## config.mk

```make
export PLATFORM = sky130hd
export DESIGN_NAME = pixel_scheduler_flat
export DESIGN_NICKNAME = d
export VERILOG_FILES = /design/src/rtl/pixel_scheduler_if.sv /design/src/rtl/pixel_scheduler.sv /design/src/flat_wrapper.sv
export SDC_FILE = /design/constraint.sdc
export NUM_CORES = 1
export LEC_CHECK = 0
export CAP_MARGIN = 30
export CORE_MARGIN = 2
export CORE_UTILIZATION = 25
export DETAILED_ROUTE_END_ITERATION = 6
export PLACE_DENSITY_LB_ADDON = 0.08
export SLEW_MARGIN = 30
export SYNTH_ARGS = -nofsm -noshare
export SYNTH_HDL_FRONTEND = slang
export SYNTH_SLANG_ARGS = --single-unit
```

## constraint.sdc

```tcl
create_clock -name clk -period 4.6 [get_ports clk]
set_input_delay 0.69 -clock clk [delete_from_list [all_inputs] [get_ports clk]]
set_output_delay 0.69 -clock clk [all_outputs]
set_load 0.01 [all_outputs]
```

## src/rtl/pixel_scheduler_if.sv

```systemverilog
// pixel_scheduler_if: groups the iteration-core request/result handshake and
// the framebuffer write port of the pixel scheduler.
// Signals:
//   core_start/core_ready   valid/ready pixel request to the core
//   c_re/c_im               Q4.12 pixel coordinate of the request
//   core_iter_limit         iteration limit for the request
//   core_done/core_iter     one-cycle result strobe and iteration count
//   fb_we/fb_addr/fb_data   framebuffer write port
// Modports: master = scheduler side, slave = core/framebuffer side.
interface pixel_scheduler_if #(
  parameter int COORD_WIDTH = 16,
  parameter int ITER_WIDTH  = 6,
  parameter int ADDR_WIDTH  = 12
);
  logic                   core_start;
  logic                   core_ready;
  logic [COORD_WIDTH-1:0] c_re;
  logic [COORD_WIDTH-1:0] c_im;
  logic [ITER_WIDTH-1:0]  core_iter_limit;
  logic                   core_done;
  logic [ITER_WIDTH-1:0]  core_iter;
  logic                   fb_we;
  logic [ADDR_WIDTH-1:0]  fb_addr;
  logic [ITER_WIDTH-1:0]  fb_data;

  modport master (
    output core_start, c_re, c_im, core_iter_limit, fb_we, fb_addr, fb_data,
    input  core_ready, core_done, core_iter
  );

  modport slave (
    input  core_start, c_re, c_im, core_iter_limit, fb_we, fb_addr, fb_data,
    output core_ready, core_done, core_iter
  );
endinterface

```

## src/rtl/pixel_scheduler.sv

```systemverilog
// pixel_scheduler: walks one frame of GRID_W x GRID_H pixels through the
// Mandelbrot iteration core, one pixel at a time, and writes each (clamped)
// iteration count into the framebuffer in raster order.
// Ports:
//   clk, rst_n           clock, synchronous active-low reset
//   frame_start          frame pulse; accepted only in IDLE
//   centre_x, centre_y   signed Q4.12 view centre
//   zoom_level           pixel pitch = BASE_STEP >> zoom_level, minimum 1
//   max_iter_limit       iteration limit sent to the core, also clamps results
//   bus                  core handshake and framebuffer write (master side)
//   busy                 state is not IDLE
//   frame_done           one-cycle pulse after the last write
//   overrun              one-cycle pulse for a frame_start seen while busy
//
// state | meaning
// IDLE  | waiting for frame_start
// ISSUE | core_start high, coordinate held until core_ready
// WAIT  | request accepted, waiting for core_done
// WRITE | one-cycle framebuffer write, step to the next pixel
// DONE  | one-cycle frame_done pulse
module pixel_scheduler #(
  parameter int COORD_WIDTH = 16,
  parameter int ZOOM_WIDTH  = 8,
  parameter int ITER_WIDTH  = 6,
  parameter int GRID_W      = 64,
  parameter int GRID_H      = 48,
  parameter int ADDR_WIDTH  = 12,
  parameter int BASE_STEP   = 128
) (
  input  logic                          clk,
  input  logic                          rst_n,
  input  logic                          frame_start,
  input  logic signed [COORD_WIDTH-1:0] centre_x,
  input  logic signed [COORD_WIDTH-1:0] centre_y,
  input  logic [ZOOM_WIDTH-1:0]         zoom_level,
  input  logic [ITER_WIDTH-1:0]         max_iter_limit,
  pixel_scheduler_if.master             bus,
  output logic                          busy,
  output logic                          frame_done,
  output logic                          overrun
);
  localparam int COL_W = (GRID_W > 1) ? $clog2(GRID_W) : 1;
  localparam int ROW_W = (GRID_H > 1) ? $clog2(GRID_H) : 1;
  localparam logic [COL_W-1:0]       LAST_COL = COL_W'(GRID_W - 1);
  localparam logic [ROW_W-1:0]       LAST_ROW = ROW_W'(GRID_H - 1);
  localparam logic [COORD_WIDTH-1:0] BASE     = COORD_WIDTH'(BASE_STEP);

  typedef enum logic [2:0] {IDLE, ISSUE, WAIT, WRITE, DONE} state_t;
  state_t state_q, state_d;

  // Multiply by a constant as a sum of shifted copies; wraps at COORD_WIDTH.
  function automatic logic [COORD_WIDTH-1:0] mul_const(
    input logic [COORD_WIDTH-1:0] v, input int k);
    logic [COORD_WIDTH-1:0] acc;
    acc = '0;
    for (int i = 0; i < COORD_WIDTH; i++)
      if (k[i]) acc = acc + (v << i);
    return acc;
  endfunction

  logic [COORD_WIDTH-1:0] step_shift, step_new, x0_new, y0_new;
  // The centres and zoom are captured only through step_q/x0_q/c_im_q, which
  // is all the frame needs from them afterwards.
  logic [COORD_WIDTH-1:0] step_q, x0_q, c_re_q, c_im_q;
  logic [ITER_WIDTH-1:0]  limit_q, fb_data_q;
  logic [COL_W-1:0]       col_q;
  logic [ROW_W-1:0]       row_q;
  logic [ADDR_WIDTH-1:0]  addr_q;
  logic                   overrun_q;
  logic                   last_col, last_pixel;

  assign step_shift = BASE >> zoom_level;
  assign step_new   = (step_shift == '0) ? COORD_WIDTH'(1) : step_shift;
  assign x0_new     = centre_x - mul_const(step_new, GRID_W / 2);
  assign y0_new     = centre_y - mul_const(step_new, GRID_H / 2);

  assign last_col   = (col_q == LAST_COL);
  assign last_pixel = last_col && (row_q == LAST_ROW);

  always_ff @(posedge clk) begin
    if (!rst_n) state_q <= IDLE;
    else        state_q <= state_d;
  end

  always_comb begin
    state_d        = state_q;
    bus.core_start = 1'b0;
    bus.fb_we      = 1'b0;
    frame_done     = 1'b0;
    busy           = (state_q != IDLE);
    case (state_q)
      IDLE:  if (frame_start) state_d = ISSUE;
      ISSUE: begin
        bus.core_start = 1'b1;
        if (bus.core_ready) state_d = WAIT;
      end
      WAIT:  if (bus.core_done) state_d = WRITE;
      WRITE: begin
        bus.fb_we = 1'b1;
        state_d   = last_pixel ? DONE : ISSUE;
      end
      DONE: begin
        frame_done = 1'b1;
        state_d    = IDLE;
      end
      default: state_d = IDLE;
    endcase
  end

  always_ff @(posedge clk) begin
    if (!rst_n) begin
      step_q    <= '0;
      x0_q      <= '0;
      c_re_q    <= '0;
      c_im_q    <= '0;
      limit_q   <= '0;
      fb_data_q <= '0;
      col_q     <= '0;
      row_q     <= '0;
      addr_q    <= '0;
      overrun_q <= 1'b0;
    end else begin
      overrun_q <= frame_start && (state_q != IDLE);
      case (state_q)
        IDLE: if (frame_start) begin
          step_q  <= step_new;
          x0_q    <= x0_new;
          c_re_q  <= x0_new;
          c_im_q  <= y0_new;
          limit_q <= max_iter_limit;
          col_q   <= '0;
          row_q   <= '0;
          addr_q  <= '0;
        end
        WAIT: if (bus.core_done)
          fb_data_q <= (bus.core_iter > limit_q) ? limit_q : bus.core_iter;
        WRITE: if (!last_pixel) begin
          // Raster order makes the address a plain counter.
          addr_q <= addr_q + 1'b1;
          if (last_col) begin
            col_q  <= '0;
            row_q  <= row_q + 1'b1;
            c_re_q <= x0_q;
            c_im_q <= c_im_q + step_q;
          end else begin
            col_q  <= col_q + 1'b1;
            c_re_q <= c_re_q + step_q;
          end
        end
        default: ;
      endcase
    end
  end

  assign bus.c_re            = c_re_q;
  assign bus.c_im            = c_im_q;
  assign bus.core_iter_limit = limit_q;
  assign bus.fb_addr         = addr_q;
  assign bus.fb_data         = fb_data_q;
  assign overrun             = overrun_q;
endmodule

```

## src/flat_wrapper.sv

```systemverilog
// flat-port wrapper written by rule: the top's interface ports become plain ports
module pixel_scheduler_flat 
#(
  parameter int COORD_WIDTH = 16,
  parameter int ZOOM_WIDTH  = 8,
  parameter int ITER_WIDTH  = 6,
  parameter int GRID_W      = 64,
  parameter int GRID_H      = 48,
  parameter int ADDR_WIDTH  = 12,
  parameter int BASE_STEP   = 128
)
  (clk, rst_n, frame_start, centre_x, centre_y, zoom_level, max_iter_limit, busy, frame_done, overrun, bus_core_start, bus_c_re, bus_c_im, bus_core_iter_limit, bus_fb_we, bus_fb_addr, bus_fb_data, bus_core_ready, bus_core_done, bus_core_iter);
  pixel_scheduler_if #(.COORD_WIDTH(COORD_WIDTH), .ITER_WIDTH(ITER_WIDTH), .ADDR_WIDTH(ADDR_WIDTH)) bus_i ();
  input  logic clk;
  input  logic rst_n;
  input  logic frame_start;
  input  logic signed [COORD_WIDTH-1:0] centre_x;
  input  logic signed [COORD_WIDTH-1:0] centre_y;
  input  logic [ZOOM_WIDTH-1:0] zoom_level;
  input  logic [ITER_WIDTH-1:0] max_iter_limit;
  output logic busy;
  output logic frame_done;
  output logic overrun;
  output wire logic [$bits(bus_i.core_start)-1:0] bus_core_start;
  output wire logic [$bits(bus_i.c_re)-1:0] bus_c_re;
  output wire logic [$bits(bus_i.c_im)-1:0] bus_c_im;
  output wire logic [$bits(bus_i.core_iter_limit)-1:0] bus_core_iter_limit;
  output wire logic [$bits(bus_i.fb_we)-1:0] bus_fb_we;
  output wire logic [$bits(bus_i.fb_addr)-1:0] bus_fb_addr;
  output wire logic [$bits(bus_i.fb_data)-1:0] bus_fb_data;
  input wire logic [$bits(bus_i.core_ready)-1:0] bus_core_ready;
  input wire logic [$bits(bus_i.core_done)-1:0] bus_core_done;
  input wire logic [$bits(bus_i.core_iter)-1:0] bus_core_iter;
  assign bus_core_start = bus_i.core_start;
  assign bus_c_re = bus_i.c_re;
  assign bus_c_im = bus_i.c_im;
  assign bus_core_iter_limit = bus_i.core_iter_limit;
  assign bus_fb_we = bus_i.fb_we;
  assign bus_fb_addr = bus_i.fb_addr;
  assign bus_fb_data = bus_i.fb_data;
  assign bus_i.core_ready = bus_core_ready;
  assign bus_i.core_done = bus_core_done;
  assign bus_i.core_iter = bus_core_iter;
  pixel_scheduler #(.COORD_WIDTH(COORD_WIDTH), .ZOOM_WIDTH(ZOOM_WIDTH), .ITER_WIDTH(ITER_WIDTH), .GRID_W(GRID_W), .GRID_H(GRID_H), .ADDR_WIDTH(ADDR_WIDTH), .BASE_STEP(BASE_STEP)) u_core (.clk(clk), .rst_n(rst_n), .frame_start(frame_start), .centre_x(centre_x), .centre_y(centre_y), .zoom_level(zoom_level), .max_iter_limit(max_iter_limit), .bus(bus_i), .busy(busy), .frame_done(frame_done), .overrun(overrun));
endmodule
```

==> results of run 1 <==
area by class of cell:
| class | count | area [um^2] |
|---|---|---|
| Clock buffer | 11 | 232.7 |
| Clock inverter | 5 | 57.56 |
| Fill cell | 2687 | 16850 |
| Inverter | 35 | 131.4 |
| Multi-Input combinational cell | 619 | 4145 |
| Sequential cell | 96 | 1922 |
| Tap cell | 330 | 412.9 |
| Timing Repair Buffer | 132 | 1284 |
flip-flops by register name, summed over array words and instances (netlist names):
| register | cells |
|---|---|
| u_core.bus.c_im | 16 |
| u_core.bus.c_re | 16 |
| u_core.bus.core_iter_limit | 6 |
| u_core.bus.fb_addr | 12 |
| u_core.bus.fb_data | 6 |
| u_core.col_q | 6 |
| u_core.overrun | 1 |
| u_core.row_q | 6 |
| u_core.state_q | 3 |
| u_core.step_q | 8 |
| u_core.x0_q | 16 |
Yosys cell counts (3+ instances only):
| cell | instances | area share |
|---|---|---|
| nand3_1 | 24 | 0.019 |
| a211oi_1 | 16 | 0.019 |
| dfxtp_1 | 96 | 0.30 |
| and3_1 | 11 | 0.011 |
| a22oi_1 | 5 | 0.0059 |
| o2111ai_1 | 4 | 0.0055 |
| o221a_2 | 3 | 0.0053 |
| o31a_1 | 5 | 0.0069 |
| o311a_1 | 3 | 0.0047 |
| nor2b_1 | 9 | 0.0089 |
| nand2b_1 | 3 | 0.0030 |
| o211ai_1 | 6 | 0.0071 |
| nor3_1 | 12 | 0.0094 |
| a21oi_1 | 71 | 0.056 |
| a31oi_1 | 13 | 0.013 |
| o22ai_1 | 6 | 0.0059 |
| clkbuf_1 | 20 | 0.012 |
| fa_1 | 10 | 0.031 |
| ha_1 | 46 | 0.091 |
| buf_2 | 12 | 0.0094 |
| nand4_1 | 17 | 0.017 |
| xnor2_1 | 14 | 0.019 |
| and2_1 | 7 | 0.0069 |
| o21ai_0 | 45 | 0.035 |
| xor2_1 | 29 | 0.040 |
| nand2_1 | 88 | 0.052 |
| a21oi_2 | 3 | 0.0041 |
| o21a_1 | 10 | 0.012 |
| or3_1 | 4 | 0.0039 |
| a21o_1 | 11 | 0.013 |
| inv_1 | 34 | 0.020 |
| nor3b_1 | 3 | 0.0035 |
| mux2i_1 | 13 | 0.020 |
| nor2_1 | 74 | 0.044 |
| nor3_2 | 3 | 0.0047 |
| nor4_1 | 6 | 0.0059 |
| o21bai_1 | 3 | 0.0035 |
cell families after synthesis:
| logic type | Yosys count | synth area share |
|---|---|---|
| AND/OR/NAND/NOR | 279 | 0.2167 |
| AO/OA/AOI/OAI | 226 | 0.2295 |
| flip-flops | 96 | 0.3024 |
| buffers and inverters | 71 | 0.04547 |
| adder cells (fa/ha/maj) | 56 | 0.1220 |
| XOR/XNOR | 43 | 0.05925 |
| multiplexers | 15 | 0.02460 |
power by group through the flow:
stage	Combinational [W]	Sequential (W)	Clock [W]
floorplan	0.000278	0.000951	0
global placement	0.000505	0.000960	0
detailed placement	0.000502	0.000959	0
CTS	0.000506	0.000940	0.000804
global route	0.000553	0.000947	0.000838
finish	0.000497	0.000938	0.000769
layer usage:
layer / share of wire / routed length [um]
met2: 0.47 / 9785
met4: 0.0096 / 202
met1: 0.48 / 10160
met3: 0.040 / 846
met5: 0 / 0
critical path, cell delays in order:
cell             delay [ns]
clkdlybuf4s50_1        0.39
or4_1                  0.55
nor2_1                 0.28
nand3_1                0.26
fa_1                   0.51
ha_1                   0.36
o21ai_0                0.11
nor3b_1                0.17
a311oi_2               0.45
nor2_1                 0.07
mux2_2                 0.27
a211oi_1               0.21
cells in the final DEF, fill, tap and decap left out, types with 24 or more instances in the layout:
cell,synthesis,final
a21oi_1,71,71
nor2_1,74,74
inv_1,34,34
clkdlybuf4s50_1,0,117
nand2_1,88,88
xor2_1,29,29
o21ai_0,45,45
ha_1,46,46
nand3_1,24,24
dfxtp_1,96,96
path summary, 6_finish.rpt:
path | start | endpoint | slack [ns] | cells past startpoint
setup / recovery | zoom_level[7] | u_core.bus.c_im[14]$_SDFFE_PN0P_ | 0.54 | 12
hold / removal | u_core.x0_q[1]$_SDFFE_PN0P_ | u_core.x0_q[1]$_SDFFE_PN0P_ | 0.45 | 2
setup reg to reg | u_core.step_q[0]$_SDFFE_PN0P_ | u_core.bus.c_re[10]$_SDFFE_PN0P_ | 1.91 | 9
hold reg to reg | u_core.x0_q[1]$_SDFFE_PN0P_ | u_core.x0_q[1]$_SDFFE_PN0P_ | 0.45 | 2
stage by stage:
stage | setup WS, ns | util | area (um^2)
final | 0.5445 | 0.3269 | 8185
after global routing | 0.2343 | 0.3269 | 8185
after CTS | 0.5300 | 0.3269 | 8185
after detailed placement | 0.1742 | 0.3153 | 7895
after global placement | 0.1916 | 0.3153 | 7895
after floorplan | 0.8275 | - | 6356
==> impl_metrics.ini, run 1 <==
[placement]
dpl.hpwl_um = 15720
dp.cells = 1212
globalplace.congestion = 0.8206
port_buffers = 117

[cts]
clkTransAtPathRegs_ns = 0.07
cts_root_buf = clkbuf_16
cts_setup_buffers = 0
cts_tree = built
cts_resized = 0
ctsHoldBuffers = 0
cts-buffers-inserted = 9
clkLatencyLatePin_ns = 0.35
cts.path.max_buffers = 2
cts_max_level = 3
clkSinkCount = 96

[worst_setup_path]
cp-end-kind = flop
worst-setup-path-type = input pin to flop
cp_max_fo = 5
cp.arrival_ns = 4.32
critPathRequiredTime_ns = 4.86
worstSetupStartpointType = input pin

[die]
core-area_um2 = 25040
row_count = 58
start_util = 0.2539
die_x_um = 163.5
die_area_um2 = 26720
io_pins = 118
die_h_um = 163.5

[final_layout]
instances_no_fill = 1228
fin_nets = 1006
drive_above_1_share = 0.06013
antenna_cells = 0
area_growth_pct = 28.78

[timing]
clock_skew_ns = 0.008401
period_share = 0.8816
tightest_slew_ns = 0.9293
grt_setup_unrepaired = false
tns_ns = 0
whs_ns = 0.4543
slew_viol_final = 0
max_slew_margin = 0.3804
hold_viol_final = 0
post-route-min-period_ns = 4.055
timing.fmax_ghz = 0.2466
setup_viol = 0

[global_route]
grt_pass1_wl_um = 32930
first_global_vias = 5799
grtUsageMet1 = 0.2217
grt_max_degree = 40
overflow = 0
antenna_found_initial = 0
use_met2 = 0.2614
grt.busiest_layer = met2
grt_util_met3 = 0.02158
grt.total_usage = 0.1593

[synthesis]
ys.flop_type = dfxtp_1
ys_seq_elements = 96
netlist_area_um2 = 6356
yosysSeqAreaShare = 0.3024
synthArstFlopShare = 0
synth.distinct_cells = 74
avgSynthCellArea_um2 = 8.087
yosys_warnings = 0
synth_edf_count = 0
mappedNetlistNets = 899
syn_inst = 786

[routing]
dr.pass1.iters = 5
vias = 6023
wl_per_cell_um = 17.10
wl_um = 21000
drc = 0
ant_nets = 0
drtIter0Drc = 319
via_per_inst = 4.905

[power_and_ir_drop]
internal_power_w = 0.001540
switching_power_w = 0.0006644
finalPower_w = 0.002204
switching_share = 0.3014
ir_drop_uv = 191.4
pwr-share-clk = 0.349
pwr-share-seq = 0.426
powerDensity_nw_per_um2 = 269.3
pwr-share-comb = 0.226
leakagePower_nw = 3.110

[outcome]
status = complete, no violations

[min_path]
hp-class = flop to flop

[run]
drv_cap = 0
No activity file was read; power rests on OpenSTA's default activity.
==> run 2, diff against run 1 <==
--- a/config.mk
+++ b/config.mk
@@ -9,7 +9,7 @@
 export CORE_MARGIN = 2
 export CORE_UTILIZATION = 25
 export DETAILED_ROUTE_END_ITERATION = 6
-export PLACE_DENSITY_LB_ADDON = 0.08
+export PLACE_DENSITY_LB_ADDON = 0.3
 export SLEW_MARGIN = 30
 export SYNTH_ARGS = -nofsm -noshare
 export SYNTH_HDL_FRONTEND = slang
==> constraint.sdc (replaced) <==
create_clock -name clk -period 3.7 [get_ports clk]
set_input_delay 0.555 -clock clk [delete_from_list [all_inputs] [get_ports clk]]
set_output_delay 0.555 -clock clk [all_outputs]
set_load 0.01 [all_outputs]
==> run 2 against run 1 <==
  * Largest power group unchanged
  * Sequential power is 24% higher
  * Flip-flop and latch count stayed put
  * Highest routed layer unchanged
  * Clock-buffer cell count is 2 lower
  * Clock power is 29% higher
  * Cell count is 5.2% higher
  * Cell area is 7.8% higher
  * Critical path depth is 2 higher
  * Non-clock buffer count is 64 higher
==> impl_metrics.ini, run 2 (synthesis results as in run 1) <==
[power_and_ir_drop]
pwr-share-comb = 0.242
switching_share = 0.3050
powerDensity_nw_per_um2 = 322.3
leakagePower_nw = 3.485
pwr-share-seq = 0.409
switching_power_w = 0.0008671
pwr-share-clk = 0.349
internal_power_w = 0.001976
ir_drop_uv = 222.0

[global_route]
first_global_vias = 6173
grt_max_degree = 36
antenna_found_initial = 0
overflow = 0
grt.total_usage = 0.1552
grt_pass1_wl_um = 32780

[routing]
via_per_inst = 4.854
drtIter0Drc = 326
dr.pass1.iters = 5
ant_nets = 0
drc = 0
vias = 6271
wl_per_cell_um = 15.77
wl_um = 20380

[timing]
tightest_slew_ns = 0.8354
post-route-min-period_ns = 3.573
max_slew_margin = 0.4431
tns_ns = 0
setup_viol = 0
period_share = 0.9657
layout_setup_ws_ns = 0.1270
hold_viol_final = 0
timing.fmax_ghz = 0.2799
clock_skew_ns = 0.01074
slew_viol_final = 0
whs_ns = 0.4548

[min_path]
hp-class = flop to flop
hold_start = u_core.x0_q[0]$_SDFFE_PN0P_

[cts]
clkSinkCount = 96
cts.path.max_buffers = 2
ctsHoldBuffers = 0
cts_tree = built
cts_max_level = 3
clkTransAtPathRegs_ns = 0.08
clkLatencyLatePin_ns = 0.35
cts_root_buf = clkbuf_16
cts-buffers-inserted = 9

[placement]
dpl.hpwl_um = 15320
pre_cts_ws_ns = -0.5556
port_buffers = 117
dp.cells = 1268
globalplace.congestion = 0.8091

[worst_setup_path]
cp-end-kind = flop
reg2reg_from = u_core.step_q[0]$_SDFFE_PN0P_
cp_max_fo = 3
critPathLaunch = zoom_level[4]
cp.arrival_ns = 3.80
worst-setup-path-type = input pin to flop
critPathRequiredTime_ns = 3.93
worstSetupStartpointType = input pin

[final_layout]
mostFrequentLayoutCell = clkdlybuf4s50_1
drive_above_1_share = 0.1414
instances_no_fill = 1292
fin_util = 0.3524
final_cell_mix = clkdlybuf4s50_1, dfxtp_1, nand2_1
fin_nets = 1070
antenna_cells = 0
area_growth_pct = 38.80

[die]
die_x_um = 163.5
io_pins = 118
die_h_um = 163.5
die_area_um2 = 26720
row_count = 58
start_util = 0.2539
core-area_um2 = 25040

[run]
drv_cap = 0

[outcome]
status = complete, no violations
run 2: cell types whose count changed in the layout (fill, tap and decap cells not counted), sizes merged:
cell           before  now
clkdlybuf4s50     117  113
buf                15   79
clkinv              1    3
clkbuf             11    9
dlygate4sd2         0    3
dlymetal6s2s        0    1
clkinvlp            3    0
inv                35   38
run 2: cell type report:
type                            count  area (um^2)
Timing Repair Buffer              196         1787
Clock inverter                      7        77.57
Clock buffer                        9        225.2
Inverter                           35        131.4
Multi-Input combinational cell    619         4267
Tap cell                          330        412.9
Fill cell                        2612        16210
Sequential cell                    96         1922
run 2: per-stage QoR:
step | area, um^2 | power, W
2_1_floorplan | 6356 | 0.001528
3_3_place_gp | 8328 | 0.001852
3_5_place_dp | 8328 | 0.001859
4_1_cts | 8768 | 0.002872
5_1_grt | 8822 | 0.002996
6_report | 8822 | 0.002843
run 2: path summary, 6_finish.rpt:
path / endpoint / cells past startpoint / slack [ns]
min reg2reg: u_core.x0_q[0]$_SDFFE_PN0P_ / 2 / 0.45
max: u_core.bus.c_im[13]$_SDFFE_PN0P_ / 14 / 0.13
min: u_core.x0_q[0]$_SDFFE_PN0P_ / 2 / 0.45
max reg2reg: u_core.bus.c_re[10]$_SDFFE_PN0P_ / 9 / 1.10
run 2: power groups by stage:
stage	sequential, W	clock (W)	combinational [W]
after floorplan	0.00118	0	0.000346
after global placement	0.00119	0	0.000664
after detailed placement	0.00119	0	0.000671
after CTS	0.00116	0.00102	0.000687
after global routing	0.00117	0.00106	0.000760
final	0.00116	0.000991	0.000688
run 2: worst max-delay path: stages:
cell	delay, ns
dlygate4sd2_1	0.23
or4_4	0.56
nor3_4	0.18
buf_6	0.14
nand2_2	0.07
fa_1	0.52
ha_4	0.30
nand3_1	0.09
a21o_1	0.20
a311oi_4	0.36
buf_4	0.20
buf_6	0.09
xor2_1	0.15
o221ai_1	0.13
run 2: per-layer routing:
layer / routed length (um) / up-vias / GRT usage / share of wire
li1: - / 3185 / - / -
met1: 9501 / 2935 / 0.2053 / 0.47
met2: 9744 / 130 / 0.2633 / 0.48
met3: 841 / 21 / 0.01701 / 0.041
met4: 289 / 0 / 0.05144 / 0.014
met5: 0 / - / 0 / 0
run 2: what timing repair did:
| action | in CTS | in global routing |
|---|---|---|
| pin swaps | 11 | 10 |
| gates resized for setup | 20 | 10 |
| setup endpoints to repair | 3 | 8 |
| setup buffers | 6 | 2 |
